==> src/rtl/axis_pool_sched.sv <==
// rtl/axis_pool_sched.sv - round-robin window scheduler sharing one KxK pooling engine
// Grants whole K*K-beat windows and steers engine results back via a tag FIFO of owners.
module axis_pool_sched #(
  parameter int C_DATA_WIDTH = 8,
  parameter int NUM_REQ      = 4,
  parameter int K            = 2,
  parameter int TAG_DEPTH    = 4
) (
  input  logic                              aclk,
  input  logic                              aresetn,
  input  logic [NUM_REQ*C_DATA_WIDTH-1:0]   s_axis_tdata,
  input  logic [NUM_REQ-1:0]                s_axis_tvalid,
  output logic [NUM_REQ-1:0]                s_axis_tready,
  output logic [C_DATA_WIDTH-1:0]           e_m_axis_tdata,
  output logic                              e_m_axis_tvalid,
  input  logic                              e_m_axis_tready,
  input  logic [C_DATA_WIDTH-1:0]           e_s_axis_tdata,
  input  logic                              e_s_axis_tvalid,
  output logic                              e_s_axis_tready,
  output logic [NUM_REQ*C_DATA_WIDTH-1:0]   m_axis_tdata,
  output logic [NUM_REQ-1:0]                m_axis_tvalid,
  input  logic [NUM_REQ-1:0]                m_axis_tready,
  output logic                              busy,
  output logic [$clog2(NUM_REQ)-1:0]        cur_grant
);

  localparam int GW  = $clog2(NUM_REQ);
  localparam int WIN = K * K;
  localparam int BW  = $clog2(WIN) + 1;
  localparam int PW  = $clog2(TAG_DEPTH);
  localparam int CW  = PW + 1;

  typedef enum logic {IDLE, BURST} state_t;

  state_t          state_q, state_d;
  logic [GW-1:0]   grant_d;
  logic [GW-1:0]   last_grant, last_grant_d;
  logic [BW-1:0]   beat_cnt, beat_cnt_d;

  logic            req_found;
  logic [GW-1:0]   req_idx;
  logic [GW-1:0]   cand;

  logic [GW-1:0]   tag_mem [TAG_DEPTH];
  logic [PW-1:0]   wr_ptr, rd_ptr;
  logic [CW-1:0]   tag_cnt;
  logic            fifo_empty, fifo_full;
  logic [GW-1:0]   head;

  logic            fwd_hs, last_beat, push, pop;

  // First valid requester strictly after last_grant, wrapping at NUM_REQ.
  always_comb begin
    req_found = 1'b0;
    req_idx   = '0;
    cand      = '0;
    for (int i = 1; i <= NUM_REQ; i++) begin
      cand = GW'((int'(last_grant) + i) % NUM_REQ);
      if (!req_found && s_axis_tvalid[cand]) begin
        req_found = 1'b1;
        req_idx   = cand;
      end
    end
  end

  assign e_m_axis_tdata = s_axis_tdata[cur_grant*C_DATA_WIDTH +: C_DATA_WIDTH];
  assign fwd_hs         = (state_q == BURST) && s_axis_tvalid[cur_grant] && e_m_axis_tready;
  assign last_beat      = (beat_cnt == BW'(WIN - 1));
  assign push           = fwd_hs && last_beat;

  always_comb begin
    state_d         = state_q;
    grant_d         = cur_grant;
    last_grant_d    = last_grant;
    beat_cnt_d      = beat_cnt;
    s_axis_tready   = '0;
    e_m_axis_tvalid = 1'b0;
    case (state_q)
      IDLE: begin
        if (req_found && !fifo_full) begin
          state_d    = BURST;
          grant_d    = req_idx;
          beat_cnt_d = '0;
        end
      end
      BURST: begin
        e_m_axis_tvalid          = s_axis_tvalid[cur_grant];
        s_axis_tready[cur_grant] = e_m_axis_tready;
        if (fwd_hs) begin
          if (last_beat) begin
            state_d      = IDLE;
            last_grant_d = cur_grant;
            beat_cnt_d   = '0;
          end else begin
            beat_cnt_d = beat_cnt + BW'(1);
          end
        end
      end
      default: state_d = IDLE;
    endcase
  end

  always_ff @(posedge aclk or negedge aresetn) begin
    if (!aresetn) begin
      state_q    <= IDLE;
      cur_grant  <= '0;
      last_grant <= GW'(NUM_REQ - 1);
      beat_cnt   <= '0;
    end else begin
      state_q    <= state_d;
      cur_grant  <= grant_d;
      last_grant <= last_grant_d;
      beat_cnt   <= beat_cnt_d;
    end
  end

  // Tag FIFO: one owner entry per granted window, consumed in window order.
  assign fifo_empty = (tag_cnt == '0);
  assign fifo_full  = (tag_cnt == CW'(TAG_DEPTH));
  assign head       = tag_mem[rd_ptr];
  assign pop        = e_s_axis_tvalid && e_s_axis_tready;

  always_ff @(posedge aclk) begin
    if (push) begin
      tag_mem[wr_ptr] <= cur_grant;
    end
  end

  always_ff @(posedge aclk or negedge aresetn) begin
    if (!aresetn) begin
      wr_ptr  <= '0;
      rd_ptr  <= '0;
      tag_cnt <= '0;
    end else begin
      if (push) wr_ptr <= wr_ptr + PW'(1);
      if (pop)  rd_ptr <= rd_ptr + PW'(1);
      case ({push, pop})
        2'b10:   tag_cnt <= tag_cnt + CW'(1);
        2'b01:   tag_cnt <= tag_cnt - CW'(1);
        default: tag_cnt <= tag_cnt;
      endcase
    end
  end

  always_comb begin
    m_axis_tvalid = '0;
    if (!fifo_empty) begin
      m_axis_tvalid[head] = e_s_axis_tvalid;
    end
  end

  assign e_s_axis_tready = !fifo_empty && m_axis_tready[head];
  assign m_axis_tdata    = {NUM_REQ{e_s_axis_tdata}};
  assign busy            = (state_q == BURST) || !fifo_empty;

endmodule

==> config.mk <==
export PLATFORM = sky130hd
export DESIGN_NAME = axis_pool_sched
export DESIGN_NICKNAME = d
export VERILOG_FILES = /design/src/rtl/axis_pool_sched.sv
export SDC_FILE = /design/constraint.sdc
export NUM_CORES = 1
export LEC_CHECK = 0
export CAP_MARGIN = 20
export CORE_MARGIN = 2
export CORE_UTILIZATION = 30
export DETAILED_ROUTE_END_ITERATION = 7
export PLACE_DENSITY = 0.82
export SETUP_SLACK_MARGIN = 0.2
export SLEW_MARGIN = 0
export SYNTH_ARGS = -nofsm -noshare
export SYNTH_HDL_FRONTEND = slang
export SYNTH_SLANG_ARGS = --single-unit
export TNS_END_PERCENT = 20
==> constraint.sdc <==
create_clock -name aclk -period 2.7 [get_ports aclk]
set_input_delay 0.54 -clock aclk [delete_from_list [all_inputs] [get_ports aclk]]
set_output_delay 0.54 -clock aclk [all_outputs]
set_load 0.05 [all_outputs]
Word level (Yosys, flattened, before mapping):

Memory sizes are Yosys's and may differ from the RTL's.
Index checks and enable logic that the tools add are counted.

* output and inout port bits: 53
* bits in read-only memories: 0
* flip-flop bits (word level): 15
* bits in latches: 0
* memory bits (writable): 8
* memories kept: 1
* logic and storage cells: 95

* bitwise operators: 3
* mux-type cells: 38
* reduce and logical (&&, ||, !) cells: 22
* $mul: 0
* order comparisons: 8
* shift-type cells: 1
* div/mod/pow operators: 0
* equality and inequality tests: 6
* $add $sub $neg: 9

Memory list
* tag_mem: depth 4, bits a word 2, read ports 1, clocked after memory_dff 0, wr ports 1, line 44 `logic [GW-1:0] tag_mem [TAG_DEPTH];`

Operator list (number)
* indexed part select 32 x 6 -> 8 bit: 1
* < comparator 2 x 3 -> 1 bit, second input constant: 6
* two-way mux 1 bit: 18
* binary-select mux 1 bit (select 2 bit): 6
* one-hot mux 3 bit (2 select lines): 2
* logical AND 1 bit: 11
* two-way mux 3 bit: 3
* adder 2 x 1 -> 2 bit, second input constant: 4
* AND 4 bit: 2
* two-way mux 2 bit: 4
* two-way mux 4 bit: 2
* adder 3 x 1 -> 3 bit, second input constant: 2
* logical NOT 1 bit: 5
* adder 2 bit, second input constant: 2
* demux 1 bit (select 2 bit): 2
* greater-or-equal comparator 2 x 1 -> 1 bit, second input constant: 2
* AND reduction 2 bit: 2
* equality test 3 x 2 -> 1 bit, second input constant: 1
* equality test 3 bit, second input constant: 1
* logical NOT 3 bit: 1
* AND reduction 3 bit: 1
* subtractor 3 x 1 -> 3 bit, second input constant: 1
* equality test 2 x 1 -> 1 bit, second input constant: 1
* equality test 2 bit, second input constant: 1
* 6 further kinds: 6

Depth between registers and ports, before layout:

Gate-level depths: netlist of the first run.

* depth after elaboration: 16
* depth in mapped cells: 11

Least setup slack after synthesis of the first run:

Ideal clock, no wire load.

* path kind: reg2out
* start point: register rd_ptr[0]
* end point: output e_s_axis_tready
* arrival time: 2.622 ns
* setup slack: -0.462 ns
* cell stages (with the launch flop): 5
* data required time: 2.160 ns
* path through: dfrtp_1 mux4_1 mux2i_1 and2b_2 a211oi_1

* longest elaborated chain between the ends: 4

RTL lines
* start, declared: line 45 `logic [PW-1:0] wr_ptr, rd_ptr;`
* start signal, assigned: line 136 `if (pop) rd_ptr <= rd_ptr + PW'(1);`
* memory (4 x 2 bit)
* binary-select mux 1 bit (select 2 bit): line 152 `assign e_s_axis_tready = !fifo_empty && m_axis_tready[head];`
* two-way mux 1 bit (not written as such): line 152
* logical AND 1 bit: line 152
* end, declared: line 19 `output logic e_s_axis_tready,`

Every way passes these cells. The select of a mux whose other input is x is not followed.

Worst setup path in the final report of the first run:

Ends and elaborated chain as after synthesis.

==> impl_metrics.json, run 1 <==
{
  "status": "finished, final reports clean",
  "p_switching_uw": 1230,
  "cpPeakStageDelay_ps": 590,
  "combPwrFrac_pct": 68.6,
  "worst_slew_pin_slew_ps": 756,
  "reg2reg_slack_ps": 120,
  "gp_congestion": 0.790,
  "die_x_um": 78.8,
  "die_area_um2": 6210,
  "slew_headroom_pct": 49.3,
  "drt-vias-per-instance": 4.69,
  "wirelength_mm": 3.67,
  "endpoint_kind": "output pin",
  "intPower_uw": 1400,
  "pin_count": 105,
  "synth_cell_type_count": 38,
  "avgRoutedWirePerCell_um": 13.5,
  "drv_slew": 0,
  "postSynth.asyncResetShare_pct": 65.2,
  "rsz0062_at_grt": "true",
  "drive_gt1_share_pct": 32.2,
  "peakVddDrop_v": 0.000528,
  "grt_pass1_vias": 1475,
  "cellLeakagePower_uw": 0.000970,
  "num_vias": 1271,
  "mostFrequentLayoutCells": "45 x clkdlybuf4s50_1, 24 x buf_4, 13 x nor2_1, 12 x dfrtp_1",
  "worstPathRequired_ps": 2160,
  "cts.clk_slew.worst_paths_ps": 80,
  "clock-sinks": 23,
  "hp-class": "register to register",
  "p_seq_share_pct": 23.6,
  "final_net_count": 259,
  "met2WireLength_mm": 1.76,
  "critical_path_buf_inv_count": 2,
  "setup_viol": 0,
  "htreeDepth": 1,
  "synth_area_leader_cell": "dfrtp_1",
  "fin_crit_sh_pct": 97.5,
  "multiInputGateArea_um2": 796,
  "fin_util_pct": 44.1,
  "grt_start_max_net_pins": 19,
  "fmaxAchievable_ghz": 0.380,
  "synthesis.nets": 214,
  "synth_top_cell_area_share_pct": 19.4,
  "avgSynthCellArea_um2": 10.8,
  "synth_edf_count": 8,
  "coreArea_um2": 5440,
  "insertedDiodeCount": 0,
  "cap_viol_max_count": 0,
  "ant_nets": 0,
  "initial_utilization_pct": 30.9,
  "cts-root-buf": "clkbuf_8",
  "cts_tree": "yes",
  "synth_seq_area_share_pct": 36.8,
  "finalWorstSetupSlack_ps": 67.1,
  "crit_type": "register to output pin",
  "clock_path_buffers": 2,
  "antenna_found_initial": 0,
  "fillers": 510,
  "dp_slack_ps": -139,
  "final_hold_viol_count": 0,
  "period_needed_ps": 2630,
  "die_y_um": 78.8,
  "start_kind": "register",
  "synthCells": 155,
  "cts_buffers": 3,
  "clk_latency_ps": 260,
  "dp_cells": 265,
  "slowest_stage": "mux4_2",
  "ys_warn_count": 0,
  "wl_met1_mm": 1.46,
  "path_cells": "mux4_2 > buf_4 > mux2i_2 > a211oi_4 > buf_12",
  "firstDrtPassIters": 4,
  "final_cell_count_no_fill": 271,
  "p_clk_share_pct": 7.7,
  "gr-usage-all-layers_pct": 13.2,
  "ys_ff_latch": 23,
  "final_common_cell": "clkdlybuf4s50_1",
  "hold_slack_ps": 501,
  "synthTopCellsByArea": "dfrtp_1 19%, buf_4 14%, edfxtp_1 14%",
  "ys.flop_type": "dfrtp_1",
  "initialDrtViolationCount": 15,
  "drc_errors": 0,
  "synth_area_um2": 1680,
  "p_sw_share_pct": 46.6,
  "dp_hpwl_mm": 3.04,
  "highest_layer": "met4",
  "wl_met3_um": 356,
  "grt.overflow.total": 0,
  "fp-row-count": 27,
  "cp_top_family": "multiplexers",
  "clock_skew_ps": 6.06,
  "portBuffers": 64,
  "critPathArrivalTime_ps": 2090,
  "seqCellArea_um2": 619,
  "syn2layout_area_growth_pct": 42.9,
  "grt_pass1_wl_mm": 6.49,
  "path_max_fanout": 4,
  "power.density_nw_per_um2": 1100
}
==> worst min-delay path, cell delays in order (launching register included) <==
cell     delay (ps)
dfrtp_1         360
nand2_1          50
o21ai_0          60
==> sequential cells by signal (all words and copies together) (netlist names) <==
signal      cells
tag_mem         8
rd_ptr          2
cur_grant       2
state_q         1
beat_cnt        3
wr_ptr          2
tag_cnt         3
last_grant      2
==> logic make-up (layout without fill, tap and decap cells) <==
group,count (synthesis),count (layout),synth area share [%]
AO/OA/AOI/OAI,16,16,6.71
XOR/XNOR,6,6,3.13
adder cells (fa/ha/maj),7,7,5.66
buffers and inverters,50,94,18.5
flip-flops,23,23,36.8
multiplexers,17,17,18.7
AND/OR/NAND/NOR,36,36,10.5
==> through the flow <==
stage	instance area, µm²	TNS [ps]	power [µW]
floorplan	1700	0	1880
CTS	2380	0	2630
detailed placement	2300	-139	2360
global route	2400	-52.1	2820
global placement	2300	-72.1	2310
finish	2400	0	2630
==> cells in the mapped netlist, drive strengths merged, types with 4 or more instances <==
| library cell | count |
|---|---|
| buf | 36 |
| dfrtp | 13 |
| edfxtp | 8 |
| ha | 6 |
| inv | 12 |
| mux2i | 4 |
| mux4 | 11 |
| nand2 | 5 |
| nor2 | 15 |
| nor3 | 4 |
| o21ai | 4 |
==> layer usage <==
metal / global-route usage, % / vias up
li1: - / 590
met1: 15.4 / 597
met2: 22.7 / 70
met3: 3.07 / 14
met4: 6.38 / 0
met5: 0 / -
==> area by class of cell <==
cell class,instances,area share (%)
Sequential cell,23,25.8
Inverter,12,1.88
Clock buffer,3,1.72
Multi-Input combinational cell,82,33.2
Clock inverter,1,0.209
Tap cell,72,3.75
Timing Repair Buffer,78,33.5
==> path summary, 6_finish.rpt <==
check | from | endpoint | cells past startpoint
max | rd_ptr[0] | e_s_axis_tready | 5
min | beat_cnt[1] | beat_cnt[1] | 2
max reg2reg | rd_ptr[0] | tag_cnt[2] | 10
min reg2reg | beat_cnt[1] | beat_cnt[1] | 2
max in group asynchronous | aresetn | cur_grant[0] | 1
min in group asynchronous | aresetn | cur_grant[0] | 1
==> power groups by stage <==
stage          Sequential (µW)  Clock, µW  Combinational (µW)
2_1_floorplan              635          0                1240
3_3_place_gp               614          0                1700
3_5_place_dp               623          0                1740
4_1_cts                    623        212                1800
5_1_grt                    640        229                1950
6_report                   621        204                1810
==> timing repair <==
item	in CTS	in global routing
hold buffers	0	0
resized for setup	7	5
endpoints found under the setup margin	5	6
pin swaps	5	1
buffers inserted	1	1
Power figures use the tool's default switching activity.
==> run 2, diff against run 1 <==
--- a/config.mk
+++ b/config.mk
@@ -5,6 +5,7 @@
 export SDC_FILE = /design/constraint.sdc
 export NUM_CORES = 1
 export LEC_CHECK = 0
+export ABC_CLOCK_PERIOD_IN_PS = 2700
 export CAP_MARGIN = 20
 export CORE_MARGIN = 2
 export CORE_UTILIZATION = 30
==> results of run 2 <==
The final DEF is identical to that of run 1; final timing and power are the same.
==> edit (settings of run 1) <==
The parameter `K` goes from 2 to 4.
--- a/src/rtl/axis_pool_sched.sv
+++ b/src/rtl/axis_pool_sched.sv
@@ -3,7 +3,7 @@
 module axis_pool_sched #(
   parameter int C_DATA_WIDTH = 8,
   parameter int NUM_REQ      = 4,
-  parameter int K            = 2,
+  parameter int K            = 4,
   parameter int TAG_DEPTH    = 4
 ) (
   input  logic                              aclk,
Check against the original RTL: not equivalent (a bounded check fails within 10 cycles, from zero or initial values and one cycle with aresetn low).
==> edit against run 1 <==
- register-to-register slack improved by 40 ps
- setup slack improved by 78 ps
- synthesized cell count increased by 17%
- sequential cell count increased by 2
- global-route usage decreased by 2.2 points
- routed wire length increased by 4.0%
- power increased by 1.8%
- area after synthesis increased by 13%
- cell area increased by 7.0%
- highest routed layer unchanged
==> edit: results (changes against run 1) <==
Post-synth top cells = buf_4, nor2_1, dfrtp_1 (unchanged)
Post-Syn Nets = 240 (was 214)
Hold WS = 511 ps (was 501 ps)
startpoint of the worst hold path = tag_cnt[0] (was beat_cnt[1])
R2R Setup Slk = 160 ps (was 120 ps)
IO buf count = 64 (unchanged)
met3 wire length = 330 um (was 356 um)
GRT Total Usage = 11.0% (was 13.2%)
clk buf depth = 2 (unchanged)
Placer Congestion = 0.769 (was 0.790)
register area share after synthesis = 35.2% (was 36.8%)
Total Wirelength = 3820 um (was 3670 um)
run status = complete, no violations (unchanged)
Synth area leaders = dfrtp_1, mux4_2, buf_4 (was dfrtp_1, buf_4, edfxtp_1)
Hold Crit Depth = 1 (was 2)
post-detail-place hpwl = 3020 um (was 3040 um)
Synth async-reset ratio = 68.0% (was 65.2%)
via count = 1,402 (was 1,271)
share of layout cells above drive strength 1 = 26.8% (was 32.2%)
met2 GRT Util = 18.8% (was 22.7%)
yosys warns = 0 (unchanged)
number of DRC markers in iteration 0 = 61 (was 15)
Leakage = 1.06 nW (was 0.970 nW)
Clk. pwr = 0.218 mW (was 0.204 mW)
Min Clock Period, post-route = 2550 ps (was 2630 ps)
worst hold endpoint = tag_cnt[0] (was beat_cnt[1])
post-synth top area cell = dfrtp_1 (unchanged)
Area after DPL = 0.00248 sq mm (was 0.00230 sq mm)
top flop regs = tag_mem (8), beat_cnt (5), tag_cnt (3) (was tag_mem (8), beat_cnt (3), tag_cnt (3))
worst rel slew slack = 49.4% (was 49.3%)
switching power = 1.25 mW (was 1.23 mW)
placed cell count = 291 (was 265)
largest net degree at the start of global routing = 19 (unchanged)
Power Dens Cells = 1040 mW/mm^2 (was 1100 mW/mm^2)
H-Tree Depth = 1 (unchanged)
Post-Route Skew = 8.60 ps (was 6.06 ps)
Reg clk slew, reported paths = 90 ps
first-pass GRT wire length = 6330 um (was 6490 um)
Syn Inst Count = 181 (was 155)
DR WL met2 = 1730 um (was 1760 um)
Nets = 284 (was 259)
sequential cell power = 0.680 mW (was 0.621 mW)
M1 GR Usage = 13.3% (was 15.4%)
VDD IR max = 0.612 mV (was 0.528 mV)
CP arrival = 2010 ps (was 2090 ps)
DR WL/cell = 12.8 um (was 13.5 um)
pre-CTS setup slack = -23.4 ps (was -139 ps)
R2R Path Start = rd_ptr[1] (was rd_ptr[0])
initial antenna violation count = 0 (unchanged)
Netlist cell types = 42 (was 38)
met3 usage = 2.87% (was 3.07%)
total CTS buffers = 3 (unchanged)
Routed met1 length = 1690 um (was 1460 um)
Worst Reg-to-Reg Cells = 12 (was 10)
Crit Path Max Fanout = 5 (was 4)
-- edit: cell types whose count changed after synthesis, moves of 2 or more --
cell     before  now
mux2i_1       4    7
mux2_2        2    4
a21oi_1       2    5
buf_1         2    0
nor2_1       15   18
buf_6         0    2
nand2_1       5    9
dfrtp_1      13   15
a211o_1       0    2
-- edit: kinds of logic (layout without fill, tap and decap cells) --
| kind of cell | after synthesis | after routing | share of synthesized area, % |
|---|---|---|---|
| muxes | 22 | 22 | 19.1 |
| AOI/OAI and AO/OA | 24 | 24 | 8.96 |
| xor gates and xnor gates | 5 | 5 | 2.31 |
| DFF | 25 | 25 | 35.2 |
| adders and majority gates | 7 | 7 | 5.01 |
| buffers and inverters | 52 | 95 | 17.5 |
| and+or+nand+nor | 46 | 46 | 11.9 |
-- edit: how the worst max path moves through the flow --
stage,cells past startpoint,endpoint,from
4_1_cts,5,e_s_axis_tready,rd_ptr[0]
6_report,6,e_s_axis_tready,rd_ptr[1]
3_5_place_dp,12,tag_cnt[2],m_axis_tready[0]
2_1_floorplan,3,m_axis_tvalid[0],rd_ptr[0]
3_3_place_gp,12,tag_cnt[2],m_axis_tready[0]
5_1_grt,12,tag_cnt[2],rd_ptr[1]
-- edit: what timing repair did --
action	CTS	global route
pin swaps	1	0
resized for setup	3	0
buffers inserted	3	1
endpoints found under the setup margin	3	4
-- edit: critical path, stage by stage (launching register included) --
cell and delay, ps:
dfrtp_2 430, mux2i_2 280, mux2_2 350, and3_2 210, a311oi_2 220, nor2_1 100, buf_6 170
-- edit: cell type report --
cell class                 instances  area, sq um
fill                             575         3460
inverter                          13         48.8
multi-input combinational        104          906
tap                               75         93.8
sequential                        25          669
clock buffer                       4         45.0
timing repair buffer              78          805
